`src/rtl/controlador_ram.sv`:
```
// Single-port FIFO controller over an external asynchronous RAM (depth 2^AW).
// Optional sticky overflow/underflow flag enabled by defining CTRL_RAM_ERROR_EN.
module controlador_ram #(
  parameter int ANCHO = 8,
  parameter int AW    = 8
) (
  input  logic             clk,
  input  logic             rst_n,
  input  logic             push,
  input  logic [ANCHO-1:0] dato_in,
  input  logic             pop,
  output logic             ocupado,
  output logic [ANCHO-1:0] dato_out,
  output logic             dato_out_valid,
  output logic             lleno,
  output logic             vacio,
  output logic [AW:0]      cuenta,
  output logic             error,
  output logic [AW-1:0]    direccion,
  output logic [ANCHO-1:0] dato_e,
  output logic             EN,
  input  logic [ANCHO-1:0] dato_s
);

  typedef enum logic [1:0] {
    REPOSO  = 2'b00,
    ESCRIBE = 2'b01,
    LEE     = 2'b10,
    ENTREGA = 2'b11
  } estado_t;

  localparam logic [AW:0]   PROFUNDIDAD = {1'b1, {AW{1'b0}}};
  localparam logic [AW:0]   UNO_C       = {{AW{1'b0}}, 1'b1};
  localparam logic [AW-1:0] UNO_P       = {{(AW-1){1'b0}}, 1'b1};

  estado_t          estado_r, estado_s;
  logic [AW-1:0]    ptr_esc_r, ptr_lec_r;
  logic [AW:0]      cuenta_r;
  logic             prio_r, prio_s;      // 0: push wins the next conflict
  logic [AW-1:0]    direccion_r, direccion_s;
  logic [ANCHO-1:0] dato_e_r, dato_e_s;
  logic             en_r, en_s;
  logic [ANCHO-1:0] dato_out_r;
  logic             valid_r;
  logic             lleno_s, vacio_s, push_ok_s, pop_ok_s;

  assign lleno_s   = (cuenta_r == PROFUNDIDAD);
  assign vacio_s   = (cuenta_r == {(AW+1){1'b0}});
  assign push_ok_s = push && !lleno_s;
  assign pop_ok_s  = pop && !vacio_s;

  // Next-state and next-output selection, including push/pop arbitration
  always_comb begin
    estado_s    = estado_r;
    direccion_s = direccion_r;
    dato_e_s    = dato_e_r;
    en_s        = 1'b0;
    prio_s      = prio_r;
    case (estado_r)
      REPOSO: begin
        if (push_ok_s && (!pop_ok_s || !prio_r)) begin
          estado_s    = ESCRIBE;
          direccion_s = ptr_esc_r;
          dato_e_s    = dato_in;
          en_s        = 1'b1;
          prio_s      = pop_ok_s ? 1'b1 : prio_r;
        end else if (pop_ok_s) begin
          estado_s    = LEE;
          direccion_s = ptr_lec_r;
          prio_s      = push_ok_s ? 1'b0 : prio_r;
        end else begin
          estado_s    = REPOSO;
        end
      end
      ESCRIBE: estado_s = REPOSO;
      LEE:     estado_s = ENTREGA;
      ENTREGA: estado_s = REPOSO;
      default: estado_s = REPOSO;
    endcase
  end

  // State, RAM-side outputs, pointers and occupancy
  always_ff @(posedge clk or negedge rst_n) begin
    if (!rst_n) begin
      estado_r    <= REPOSO;
      ptr_esc_r   <= {AW{1'b0}};
      ptr_lec_r   <= {AW{1'b0}};
      cuenta_r    <= {(AW+1){1'b0}};
      prio_r      <= 1'b0;
      direccion_r <= {AW{1'b0}};
      dato_e_r    <= {ANCHO{1'b0}};
      en_r        <= 1'b0;
      dato_out_r  <= {ANCHO{1'b0}};
      valid_r     <= 1'b0;
    end else begin
      estado_r    <= estado_s;
      direccion_r <= direccion_s;
      dato_e_r    <= dato_e_s;
      en_r        <= en_s;
      prio_r      <= prio_s;
      valid_r     <= (estado_r == LEE);
      if (estado_r == LEE) begin
        dato_out_r <= dato_s;
      end
      // Pointer and count updates commit only when the transfer completes
      if (estado_r == ESCRIBE) begin
        ptr_esc_r <= ptr_esc_r + UNO_P;
        cuenta_r  <= cuenta_r + UNO_C;
      end else if (estado_r == ENTREGA) begin
        ptr_lec_r <= ptr_lec_r + UNO_P;
        cuenta_r  <= cuenta_r - UNO_C;
      end
    end
  end

`ifdef CTRL_RAM_ERROR_EN
  logic error_r;
  logic drop_s;

  assign drop_s = (estado_r == REPOSO) && ((push && lleno_s) || (pop && vacio_s));

  // Sticky flag for any request dropped on a full or empty FIFO
  always_ff @(posedge clk or negedge rst_n) begin
    if (!rst_n) begin
      error_r <= 1'b0;
    end else if (drop_s) begin
      error_r <= 1'b1;
    end
  end

  assign error = error_r;
`else
  assign error = 1'b0;
`endif

  assign ocupado        = (estado_r != REPOSO);
  assign dato_out       = dato_out_r;
  assign dato_out_valid = valid_r;
  assign lleno          = lleno_s;
  assign vacio          = vacio_s;
  assign cuenta         = cuenta_r;
  assign direccion      = direccion_r;
  assign dato_e         = dato_e_r;
  assign EN             = en_r;

endmodule

```
`config.mk`:
```
export PLATFORM = sky130hd
export DESIGN_NAME = controlador_ram
export DESIGN_NICKNAME = d
export VERILOG_FILES = /design/src/rtl/controlador_ram.sv
export SDC_FILE = /design/constraint.sdc
export NUM_CORES = 1
export LEC_CHECK = 0
export ABC_AREA = 1
export CORE_ASPECT_RATIO = 1.25
export CORE_MARGIN = 2
export CORE_UTILIZATION = 51
export CTS_CLUSTER_SIZE = 24
export DETAILED_ROUTE_END_ITERATION = 10
export PLACE_DENSITY = 0.8
export SYNTH_ARGS = -nofsm -noshare
export SYNTH_HDL_FRONTEND = slang
export SYNTH_SLANG_ARGS = --single-unit
```
`constraint.sdc`:
```
create_clock -name clk -period 2.45 [get_ports clk]
set_input_delay 0.49 -clock clk [delete_from_list [all_inputs] [get_ports clk]]
set_output_delay 0.49 -clock clk [all_outputs]
set_load 0.1 [all_outputs]
```
# Word level (Yosys, flattened, before mapping)
# Cells that the tools add are included.
classes:
  addsub: 4
  n_eq_ne: 4
  mux: 13
  bitwise_logic: 1
  n_reduce_logical: 19
op_table:
  columns: ["op", "count"]
  rows:
  - ["$mux 9", 2]
  - ["$add 8x1->8 const B", 2]
  - ["$mux 8", 2]
  - ["$add 9x1->9 const B", 1]
  - ["$eq 9x9->1 const B", 1]
  - ["$logic_not 9->1", 1]
  - ["$sub 9x1->9 const B", 1]
  - ["$reduce_bool 2->1", 4]
  - ["$mux 1", 6]
  - ["$pmux 2 s3", 1]
  - ["$reduce_and 2->1", 3]
  - ["$eq 2x2->1 const B", 2]
  - ["$logic_not 1->1", 4]
  - ["$mux 2", 2]
  - ["$logic_and 1x1->1", 3]
  - ["$reduce_and 3->1", 1]
  - ["$eq 2x1->1 const B", 1]
  - ["$logic_not 2->1", 1]
  - ["$reduce_or 2->1", 1]
  - ["$logic_or 1x1->1", 1]
  - ["$not 1->1", 1]
word_totals:
  register_bits: 54
  wordCells: 51

# Depth between registers and ports, before layout
# Gate-level depths: netlist (run 1).
logic_depth:
  depth_word: 8
  depth_mapped: 11

# Worst setup path before layout (run 1)
# No wires, ideal clock.
synth_path:
  kind: "flip-flop to output port"
  startpoint: "reg cuenta_r[3] (netlist: cuenta[3])"
  endpoint: "out lleno"
  arrival_time_ns: 1.947
  required_time_ns: 1.960
  setup_slack_ns: 0.013
  stages_incl_launch_ff: 6
  n_path_buf: 0
  cell_sequence: "dfrtp_1 > nor2_1 > nand2_1 > nor2_4 > nand2_1 > inv_1"
synth_via:
  elab_chain_len: 1
synth_lines:
  columns: ["element", "line_no", "text"]
  rows:
  - ["start: declaration", "38", "logic [AW:0] cuenta_r;"]
  - ["start signal: assignment", "88", "cuenta_r <= {(AW+1){1'b0}};"]
  - ["start signal: assignment", "108", "cuenta_r <= cuenta_r + UNO_C;"]
  - ["start signal: assignment", "111", "cuenta_r <= cuenta_r - UNO_C;"]
  - ["$eq 9x9->1", "47", "assign lleno_s = (cuenta_r == PROFUNDIDAD);"]
  - ["end: declaration", "15", "output logic lleno,"]
# Every way passes these cells.

# Worst setup path in the final report (run 1)
layout_path:
  startpoint: "reg cuenta_r[5] (netlist: cuenta[5])"
  endpoint: "out lleno"
# The elaborated chain is that of the path after synthesis.

==> metrics.txt, run 1 <==
die area=5968 um2; initial antenna violation count=0; # fillers=441; first-pass GRT wire length=9632 um; largest net degree at the start of global routing=32; Placer Congestion=0.8140; met1 global-route usage=26.06%; vias per cell=4.913; fin. max-slew vios=0; total global-route track usage=20.25%; clock tree sinks=54; layout cells sized above 1=18.30%; final hold vios=0; FF-to-FF Start=estado_r[1]; DRT iter0 DRCs=180; post-route clock period utilization=83.50%; synthesized instance count=313; Yosys reg bits=54; Starting Density=53.46%; CTS clk-pin slew, worst paths=0.09 ns; Post-route DRC=0; # diodes=0; crit end category=output pin; post-synthesis sequential area ratio=49.41%; Post-Synthesis Net Count=344; IO Count=59; Final Skew=0.002236 ns; Worst Path Required=1.96 ns; r2r endpoint=cuenta[6]; global route overflow=0; dpl hpwl=4135 um; Least-Margin Pin Slew=0.6978 ns; worst min path class=primary input to asynchronous set/reset pin; min Tclk post-route=2.046 ns; GR peak layer=met2; clk root buf=clkbuf_8; clk buf depth=2; Clock Latency Late Sink=0.30 ns; Final Util=66.54%; Crit. Startpoint=cuenta[5]; total routed wirelength=5520 um; Synth Cell Area=2735 um2; unrepaired setup endpoints after global routing=no; final net count=408; status=finished, final reports clean; Avg Inst Size Synth=8.738 um2; CTS Hold Bufs=0; I/O Buffers=57; Worst EP arrival=1.56 ns; flop-to-flop setup slack=0.41 ns; Reg2Reg Depth=9; grt met3 use=3.878%; Final setup violation count=0; average routed wire per standard cell=12.57 um; CTS resizes=0; H-tree level count=2; worst slew margin relative to its limit=53.48%; FMAX=488.8 MHz; # rows=29; Routed Antenna Nets=0; Unique masters post-synth=31; CTS tree=yes; Area Overhead vs Synth=24.47%; postcts setup bufs=0; max cap viols=0; drt pass-1 iters=4; vias in the first global route=2137; met2 Resource Use GR=33.65%; clock buffer count from CTS=5; via count=2157; startpoint types=register; crit-path max FO=4; die height=85.88 um; Die Wd=69.50 um; core area=5116 um2; CP Class=register to output pin; setup TNS=0 ns; Ys Warns=0
[cell families after synthesis]
| logic type | Yosys count | synth area share, % |
|---|---|---|
| other | 1 | 0.1371 |
| AOI/OAI and AO/OA | 19 | 4.026 |
| adders and majority gates | 11 | 5.307 |
| xor gates and xnor gates | 20 | 6.404 |
| buffers and inverters | 42 | 6.084 |
| DFF | 54 | 49.41 |
| and+or+nand+nor | 166 | 28.64 |
[critical path, cell delays in order (launching register included)]
cell	delay, ns
dfrtp_1	0.43
nor2_1	0.13
nand2_1	0.09
nor2_4	0.20
nand2_1	0.10
inv_1	0.11
buf_12	0.18
[worst max-delay path by stage]
stage	cells past startpoint	to
3_5_place_dp	9	cuenta[5]
5_1_grt	12	cuenta[8]
6_report	6	lleno
3_3_place_gp	9	cuenta[6]
4_1_cts	6	lleno
2_1_floorplan	5	lleno
[metrics by stage]
step / setup slack, ns / std cells / hold WS (ns) / cell area (um2)
floorplan: 0.01308 / 313 / 0.1944 / 2735
global placement: 0.4912 / 432 / 0.4559 / 3324
detailed placement: 0.4189 / 432 / 0.4566 / 3324
CTS: 0.3857 / 439 / 0.2437 / 3405
global route: 0.1763 / 439 / 0.2650 / 3405
finish: 0.4043 / 439 / 0.2200 / 3405
[per-layer routing]
metal / part of all wire (%) / vias to the layer above
met5: 0 / -
met4: 1.7 / 0
met2: 50 / 48
met1: 45 / 1009
li1: - / 1095
met3: 3.6 / 5
[flip-flops by register name (all words and copies together) (netlist names)]
| name | flops |
|---|---|
| EN | 1 |
| dato_e | 8 |
| ptr_esc_r | 8 |
| estado_r | 2 |
| direccion | 8 |
| ptr_lec_r | 8 |
| dato_out_valid | 1 |
| cuenta | 9 |
| dato_out | 8 |
| prio_r | 1 |
[cell usage after synthesis]
| cell type | instances | area share, % |
|---|---|---|
| a21oi_1 | 7 | 1.3 |
| a21oi_4 | 1 | 0.59 |
| a31oi_1 | 1 | 0.23 |
| buf_4 | 2 | 0.55 |
| clkbuf_1 | 1 | 0.14 |
| clkinv_2 | 1 | 0.18 |
| conb_1 | 1 | 0.14 |
| dfrtp_1 | 54 | 49 |
| fa_1 | 1 | 0.73 |
| ha_1 | 10 | 4.6 |
| inv_1 | 35 | 4.8 |
| inv_2 | 3 | 0.41 |
| nand2_1 | 108 | 15 |
| nand2_2 | 3 | 0.69 |
| nand2_4 | 2 | 0.82 |
| nand2_8 | 1 | 0.73 |
| nand3_1 | 28 | 5.1 |
| nand3_4 | 1 | 0.64 |
| nand3b_1 | 1 | 0.27 |
| nand4_2 | 1 | 0.46 |
| nor2_1 | 11 | 1.5 |
| nor2_2 | 3 | 0.69 |
| nor2_4 | 2 | 0.82 |
| nor2_8 | 1 | 0.73 |
| nor3_1 | 2 | 0.37 |
| nor3_2 | 1 | 0.37 |
| nor3_4 | 1 | 0.59 |
| o21ai_0 | 9 | 1.6 |
| o21bai_1 | 1 | 0.27 |
| xnor2_1 | 3 | 0.96 |
| xor2_1 | 17 | 5.4 |
[cell type report]
| cell class | count | area, um2 | area share [%] |
|---|---|---|---|
| clock buffer | 6 | 72.57 | 2.132 |
| tap | 62 | 77.57 | 2.279 |
| inverter | 39 | 147.6 | 4.337 |
| clock inverter | 1 | 7.507 | 0.2205 |
| sequential | 54 | 1351 | 39.69 |
| timing repair buffer | 60 | 530.5 | 15.58 |
| multi-input combinational | 217 | 1217 | 35.76 |
[cell usage in the layout (no fill, tap or decap), drive strengths merged, types with 3 or more instances in the layout]
cell type        n
nand3           29
buf             42
o21ai            9
ha              10
nor3             4
inv             38
nand2          114
dfrtp           54
xnor2            3
clkdlybuf4s50   18
clkbuf           6
a21oi            8
nor2            17
xor2            17
Power of run 1 is not shown: default switching activity piles up to over one toggle a cycle in this logic, so the estimate is an artifact.
==> run 2: changes to the inputs <==
--- a/config.mk
+++ b/config.mk
@@ -8,10 +8,10 @@
 export ABC_AREA = 1
 export CORE_ASPECT_RATIO = 1.25
 export CORE_MARGIN = 2
-export CORE_UTILIZATION = 51
+export CORE_UTILIZATION = 46
 export CTS_CLUSTER_SIZE = 24
 export DETAILED_ROUTE_END_ITERATION = 10
-export PLACE_DENSITY = 0.8
+export PLACE_DENSITY = 0.76
 export SYNTH_ARGS = -nofsm -noshare
 export SYNTH_HDL_FRONTEND = slang
 export SYNTH_SLANG_ARGS = --single-unit
==> constraint.sdc (replaced) <==
create_clock -name clk -period 1.8 [get_ports clk]
set_input_delay 0.36 -clock clk [delete_from_list [all_inputs] [get_ports clk]]
set_output_delay 0.36 -clock clk [all_outputs]
set_load 0.1 [all_outputs]
==> run 2 against run 1 <==
- the flow now finishes with violations (setup timing)
- critical path depth did not move
- critical endpoint unchanged
- routed wire length rose by 9.5%
- critical path type unchanged
- first-iteration DRC count fell by 27%
- cell count rose by 5.2%
- count of clock-buffer cells in the layout did not move
- register-to-register slack got worse by 0.35 ns
- die area rose by 10%
- via count rose by 5.2%
- global-route usage fell by 0.46 points
==> metrics.txt, run 2 (synthesis results as in run 1) <==
vias in the first global route=2300; dpl hpwl=4243 um; crit-path max FO=3; FMAX=532.6 MHz; # rows=31; Worst Path Required=1.44 ns; min Tclk post-route=1.878 ns; clock buffer count from CTS=5; final net count=426; total routed wirelength=6044 um; worst min path class=primary input to asynchronous set/reset pin; CTS Hold Bufs=0; Die Wd=72.97 um; Starting Density=47.33%; total global-route track usage=19.79%; DRT iter0 DRCs=131; grt met3 use=3.924%; Final Skew=0.004008 ns; Clock Latency Late Sink=0.31 ns; Placer Congestion=0.7990; CTS tree=yes; IO Count=59; most common cell after layout, fill and taps aside=nand2_1; CTS clk-pin slew, worst paths=0.09 ns; CP Class=register to output pin; clk buf depth=2; # fillers=383; Worst EP arrival=1.52 ns; post-route clock period utilization=104.3%; startpoint types=register; final hold vios=0; Largest register FFs=9; # diodes=0; layout cells sized above 1=30.56%; met1 global-route usage=22.73%; Post-route DRC=0; crit end category=output pin; core area=5779 um2; GR peak layer=met2; Final Util=72.53%; H-tree level count=2; vias per cell=4.911; die height=90.21 um; Hold Worst Slack=0.02406 ns; Routed Antenna Nets=0; met2 Resource Use GR=34.92%; unrepaired setup endpoints after global routing=yes; average routed wire per standard cell=13.08 um; fin. max-slew vios=0; initial antenna violation count=0; worst setup margin=-0.07767 ns; status=complete, but fails checks; clock tree sinks=54; first-pass GRT wire length=10180 um; failing checks=setup timing; most frequent cells in the layout=103 x nand2_1, 44 x dfrtp_1, 39 x buf_12; Final setup violation count=2; drt pass-1 iters=4; via count=2269; die area=6583 um2; Area Overhead vs Synth=53.25%; setup TNS=-0.1477 ns; global route overflow=0; largest net degree at the start of global routing=55; max cap viols=0; I/O Buffers=57; clk root buf=clkbuf_8
-- run 2: cell type report --
cell class	instances	area, um2	area share (%)
clock buffer	6	82.58	1.970
clock inverter	2	38.79	0.9254
inverter	39	155.1	3.701
multi-input combinational	217	1329	31.70
sequential	54	1384	33.01
tap	66	82.58	1.970
timing repair buffer	78	1120	26.72
-- run 2: critical path: stages, from the launching register on --
cell	delay [ns]
dfrtp_4	0.51
nor2_4	0.13
nand2_2	0.07
nor2_4	0.14
nand2_2	0.10
clkinvlp_4	0.09
buf_12	0.16
-- run 2: metal layers --
layer / wire (um) / share of wire, %
met1: 2338 / 39
met2: 3366 / 56
met3: 199 / 3.3
met4: 140 / 2.3
met5: 0 / 0
-- run 2: final timing paths --
| path | start | end | slack [ns] | cells past startpoint |
|---|---|---|---|---|
| max | cuenta[6] | lleno | -0.08 | 6 |
| min | rst_n | ptr_esc_r[6] | 0.02 | 2 |
| max reg2reg | cuenta[3] | cuenta[6] | 0.06 | 8 |
| min reg2reg | ptr_lec_r[7] | ptr_lec_r[7] | 0.48 | 1 |
| max in group asynchronous | rst_n | cuenta[7] | 1.52 | 2 |
| min in group clk | ptr_lec_r[7] | ptr_lec_r[7] | 0.48 | 1 |
-- run 2: timing repair --
action | CTS | global route
endpoints found under the setup margin | 5 | 6
gates resized for setup | 10 | 13
gates cloned | 0 | 0
setup buffers | 10 | 4
pin swaps | 3 | 6
hold endpoints to repair | 0 | 0
-- run 2: stage by stage --
| step | cell area (um2) | instances | worst slack, ns |
|---|---|---|---|
| after floorplan | 2781 | 313 | -0.02128 |
| after global placement | 3856 | 440 | 0.08096 |
| after detailed placement | 3856 | 440 | -0.01684 |
| after CTS | 4086 | 458 | -0.07078 |
| after global routing | 4192 | 462 | -0.1430 |
| final | 4192 | 462 | -0.07767 |
Power of run 2 is left out for the same reason.
==> run 3: changes to the inputs <==
--- a/config.mk
+++ b/config.mk
@@ -6,6 +6,7 @@
 export NUM_CORES = 1
 export LEC_CHECK = 0
 export ABC_AREA = 1
+export CAP_MARGIN = 20
 export CORE_ASPECT_RATIO = 1.25
 export CORE_MARGIN = 2
 export CORE_UTILIZATION = 46
==> constraint.sdc (replaced) <==
create_clock -name clk -period 1.6 [get_ports clk]
set_input_delay 0.32 -clock clk [delete_from_list [all_inputs] [get_ports clk]]
set_output_delay 0.32 -clock clk [all_outputs]
set_load 0.1 [all_outputs]
==> run 3 against run 2 <==
- global-route usage rose by 6.2 points
- first-iteration DRC count grew 29%
- clock skew is 0.0033 ns higher
- register-to-register slack lost 0.39 ns
- critical path depth rose by 6
- sequential share of layout area is 3.9 points lower
- sequential cell count unchanged
- critical path type is now register to register
- count of clock-buffer cells in the layout rose by 1
- routed wire length up 43%
- the flow still finishes with violations (setup timing)
- via count rose by 15%
- design area grew 13%
==> metrics.txt, run 3 (synthesis results as in run 1) <==
via count=2618; # diodes=0; Area Overhead vs Synth=73.74%; Starting Density=47.33%; layout cells sized above 1=41.49%; Routed Antenna Nets=0; CP Class=register to register; CTS clk-pin slew, worst paths=0.10 ns; I/O Buffers=57; failing checks=setup timing; core area=5779 um2; Final setup violation count=29; crit end category=register; unrepaired setup endpoints after global routing=yes; Post-route DRC=0; most common cell after layout, fill and taps aside=nand2_1; clk buf depth=2; die area=6583 um2; FMAX=517.7 MHz; first-pass GRT wire length=13200 um; clock buffer count from CTS=5; min Tclk post-route=1.932 ns; Final Skew=0.007285 ns; final net count=459; Critical Path, Cell by Cell=nor2_4 > nand2_2 > nor2_4 > buf_4 > buf_4 > buf_4 > a21oi_4 > buf_12 > buf_6 > nand3_1 > nand3_1 > nand2_1; most frequent cells in the layout=101 x nand2_1, 45 x dfrtp_1, 42 x buf_12; drt pass-1 iters=4; Placer Congestion=0.7993; H-tree level count=2; most used cell, CP=buf_4; vias per cell=5.289; max cap viols=0; vias in the first global route=2794; startpoint types=register; Worst EP arrival=2.19 ns; # rows=31; Largest register FFs=9; dpl hpwl=4766 um; fin. max-slew vios=0; initial antenna violation count=0; status=complete, but fails checks; Worst Path Required=1.86 ns; Final Util=82.23%; clock tree sinks=54; critical path's slowest cell=dfrtp_4; CTS tree=yes; final hold vios=0; Die Wd=72.97 um; global route overflow=0; worst setup margin=-0.3316 ns; DRT iter0 DRCs=169; average routed wire per standard cell=17.45 um; die height=90.21 um; Clock Latency Late Sink=0.32 ns; clk root buf=clkbuf_8; max incr delay on CP=0.51 ns; IO Count=59; worst min path class=register to register; post-route clock period utilization=120.7%; largest net degree at the start of global routing=55; pre-CTS setup slack=-0.06395 ns; total global-route track usage=26.04%; crit-path max FO=6; total routed wirelength=8640 um
[run 3: cell count changes in the layout (fill, tap and decap cells not counted), sizes merged]
| cell | before | now |
|---|---|---|
| buf | 60 | 90 |
| bufinv | 1 | 0 |
| clkbuf | 6 | 7 |
| clkinv | 1 | 2 |
| clkinvlp | 2 | 3 |
| dlygate4sd3 | 0 | 1 |
| inv | 37 | 35 |
| nand2 | 114 | 116 |
[run 3: worst paths after layout]
check	endpoint	slack, ns	cells after the start	startpoint
setup / recovery	direccion[6]	-0.33	12	cuenta[7]
hold / removal	ptr_lec_r[7]	0.48	1	ptr_lec_r[7]
setup reg to reg	direccion[6]	-0.33	12	cuenta[7]
hold reg to reg	ptr_lec_r[7]	0.48	1	ptr_lec_r[7]
max in group asynchronous	cuenta[1]	0.80	3	rst_n
min in group asynchronous	dato_out[7]	0.52	3	rst_n
[run 3: final cells by class]
type                    count  area, um2
inverters                  39      175.2
repair buffers            109       1449
multi-input cells         219       1555
flip-flops and latches     54       1385
clock inverters             1      8.758
well taps                  66      82.58
clock buffers               7      96.34
fillers                   300       1027
[run 3: metal layers]
layer / vias up / global-route usage (%) / part of all wire [%]
met5: - / 0 / 0
met1: 1290 / 28.76 / 36
met3: 32 / 4.709 / 3.9
met4: 0 / 13.58 / 4.0
li1: 1201 / - / -
met2: 95 / 46.06 / 56
[run 3: metrics by stage]
step                      instances  instance area, um2  hold WS, ns  setup TNS, ns
after floorplan                 313                2849      0.02441         -1.566
final                           495                4752       0.4802         -6.828
after global placement          459                4075       0.3346        -0.1562
after global routing            495                4752       0.4844         -8.564
after detailed placement        459                4075       0.3377        -0.9155
after CTS                       488                4546       0.4805         -3.893
[run 3: timing repair]
item,in CTS,in global routing
resized for setup,40,34
hold buffers,1,0
setup endpoints to repair,25,36
hold endpoints to repair,3,0
cloned,2,0
pin swaps,22,24
buffers inserted,18,7
[run 3: critical path, delay by kind of cell (launching register included)]
| kind | cells | cell delay, ns |
|---|---|---|
| AND/OR/NAND/NOR | 6 | 0.68 |
| buffers and inverters | 5 | 0.62 |
| flip-flops | 1 | 0.51 |
| AO/OA/AOI/OAI | 1 | 0.06 |
Power of run 3 is left out for the same reason.
==> variant, RTL diff (settings of run 1) <==
The option `CTRL_RAM_ERROR_EN` is turned on by a define.
--- a/src/rtl/controlador_ram.sv
+++ b/src/rtl/controlador_ram.sv
@@ -1,5 +1,7 @@
 // Single-port FIFO controller over an external asynchronous RAM (depth 2^AW).
 // Optional sticky overflow/underflow flag enabled by defining CTRL_RAM_ERROR_EN.
+`define CTRL_RAM_ERROR_EN
+
 module controlador_ram #(
   parameter int ANCHO = 8,
   parameter int AW    = 8
Behaviour: not the same (a bounded check fails within 4 cycles, from zero or initial values and one cycle with rst_n low).
==> variant against run 1 <==
- routed wire length is 2.6% lower
- synthesized area up 1.3%
- sequential cell count rose by 1
- setup slack lost 0.043 ns
- cell area increased by 1.9%
- final cell count grew 1.4%
- count of clock-buffer cells in the layout shrank 1
- core utilization down 1.5 points
- critical path depth is the same
- clock skew rose by 0.0089 ns
- register-to-register slack got worse by 0.02 ns
Power is not shown: default switching activity piles up to over one toggle a cycle in this logic, so the estimate is an artifact.
==> variant: results (changes against run 1) <==
| Metric | Value |
|---|---|
| Clock Path Buffers | 2 (unchanged) |
| Count of cell types in the netlist | 30 (was 31) |
| Routability cong. | 0.837 (was 0.814) |
| DRT met1 WL | 2210 µm (was 2470 µm) |
| Initial DRC Count | 99 (was 180) |
| Largest stage delay on the critical path | 0.45 ns (was 0.43 ns) |
| Post-synth top cells | nand2_1, dfrtp_1, inv_1, nand3_1, xor2_1 (unchanged) |
| Layout cells sized above 1 | 0.197 (was 0.183) |
| DPL Wire Length | 4150 µm (was 4130 µm) |
| Ys async rst share | 1.00 (unchanged) |
| Max-slew headroom | 0.526 (was 0.535) |
| Insertion delay to the later sink of the worst-skew pair | 0.31 ns |
| Total track usage | 0.196 (was 0.203) |
| Reg2reg path depth | 9 (unchanged) |
| Clock root cell | clkbuf_8 (unchanged) |
| Post-CTS Setup Inserts | 0 (unchanged) |
| Post-cts sizing count | 0 (unchanged) |
| H-tree Lvls | 2 (unchanged) |
| Yosys warning count | 0 (unchanged) |
| Worst min path class | primary input to async pin (unchanged) |
| Max reg flops | 9 (unchanged) |
| CTS Buf Count | 5 (unchanged) |
| Clock transition at path regs | around 0.1 ns |
| Worst Clk Skew | 0.0112 ns (was 0.00224 ns) |
| First-pass GRT wire length | 9620 µm (was 9630 µm) |
| Maximum fanout count along the critical path | 4 (unchanged) |
| Crit path DAT | 1.60 ns (was 1.56 ns) |
| Post-DR vias/cell | 4.93 (was 4.91) |
| DRT Pass-1 Iters | 4 (unchanged) |
| Routed length per instance | 12.1 µm (was 12.6 µm) |
| Setup TNS | 0 ns (unchanged) |
| DR WL met3 | 192 µm (was 198 µm) |
| Post-synthesis sequential area ratio | 0.497 (was 0.494) |
| Status | finished, final reports clean (unchanged) |
| Met2 Wirelength | 2850 µm (was 2760 µm) |
| PortBufs | 58 (was 57) |
| Final net count | 411 (was 408) |
| Number of global-route vias before repair | 2267 (was 2137) |
| Initial antenna violation count | 0 (unchanged) |
| Largest net degree at the start of global routing | 33 (was 32) |
| Post-Syn Nets | 345 (was 344) |
| Slowest-stage cell, CP | dfrtp_1 (unchanged) |
| Synth top area cells | dfrtp_1, nand2_1, xor2_1, nand3_1, ha_1 (was dfrtp_1, nand2_1, xor2_1, nand3_1, inv_1) |
| Number of diodes | 0 (unchanged) |
| Synth Flop Type | dfrtp_1 (unchanged) |
| Max layer used | met4 (unchanged) |
==> variant: changes by cell type after synthesis, moves of 2 or more <==
cell,delta
nand3_1,-2
nor2_1,+3
nor3_2,+3
inv_1,-2
buf_4,-2
nor3_1,-2
==> variant: per-stage QoR <==
step                      area, µm²  setup WS, ns   util  hold slack, ns  cells
after floorplan                2780        0.0386      -           0.194    314
after global placement         3380         0.470  0.634           0.446    437
after detailed placement       3380         0.402  0.634           0.457    437
after CTS                      3470         0.336  0.651           0.233    445
after global routing           3470         0.189  0.651           0.274    445
final                          3470         0.361  0.651           0.218    445
==> variant: worst max-delay path, delay by kind of cell, from the launching register on <==
| kind | cells | cell delay (ns) |
|---|---|---|
| flip-flops | 1 | 0.45 |
| AND/OR/NAND/NOR | 4 | 0.56 |
| buffers and inverters | 2 | 0.29 |
==> variant: final timing paths <==
kind	startpoint	endpoint	slack, ns
min in group clk	ptr_lec_r[6]	ptr_lec_r[6]	0.48
min reg2reg	ptr_lec_r[6]	ptr_lec_r[6]	0.48
max reg2reg	estado_r[1]	cuenta[6]	0.39
max	cuenta[6]	lleno	0.36
max in group asynchronous	rst_n	direccion[2]	1.57
min	rst_n	cuenta[6]	0.22
==> variant: kinds of logic (layout without fill, tap and decap cells) <==
family	count (synthesis)	count (layout)	share of synthesized area
flops	55	55	0.497
fa+ha+maj	11	11	0.0524
compound gates	21	21	0.0442
simple gates	168	168	0.288
xor+xnor	20	20	0.0632
buf+inv	39	106	0.0560
==> variant: cell type report <==
| type | instances | area, µm² |
|---|---|---|
| fill | 486 | 1860 |
| sequential | 55 | 1380 |
| multi-input combinational | 220 | 1240 |
| timing repair buffer | 61 | 538 |
| inverter | 37 | 144 |
| tap | 64 | 80.1 |
| clock buffer | 5 | 68.8 |
| clock inverter | 3 | 22.5 |
==> variant: routing by layer <==
metal  vias up  GRT usage
li1       1110          -
met1      1022      0.223
met2        48      0.366
met3        13     0.0291
met4         0     0.0839
met5         -          0
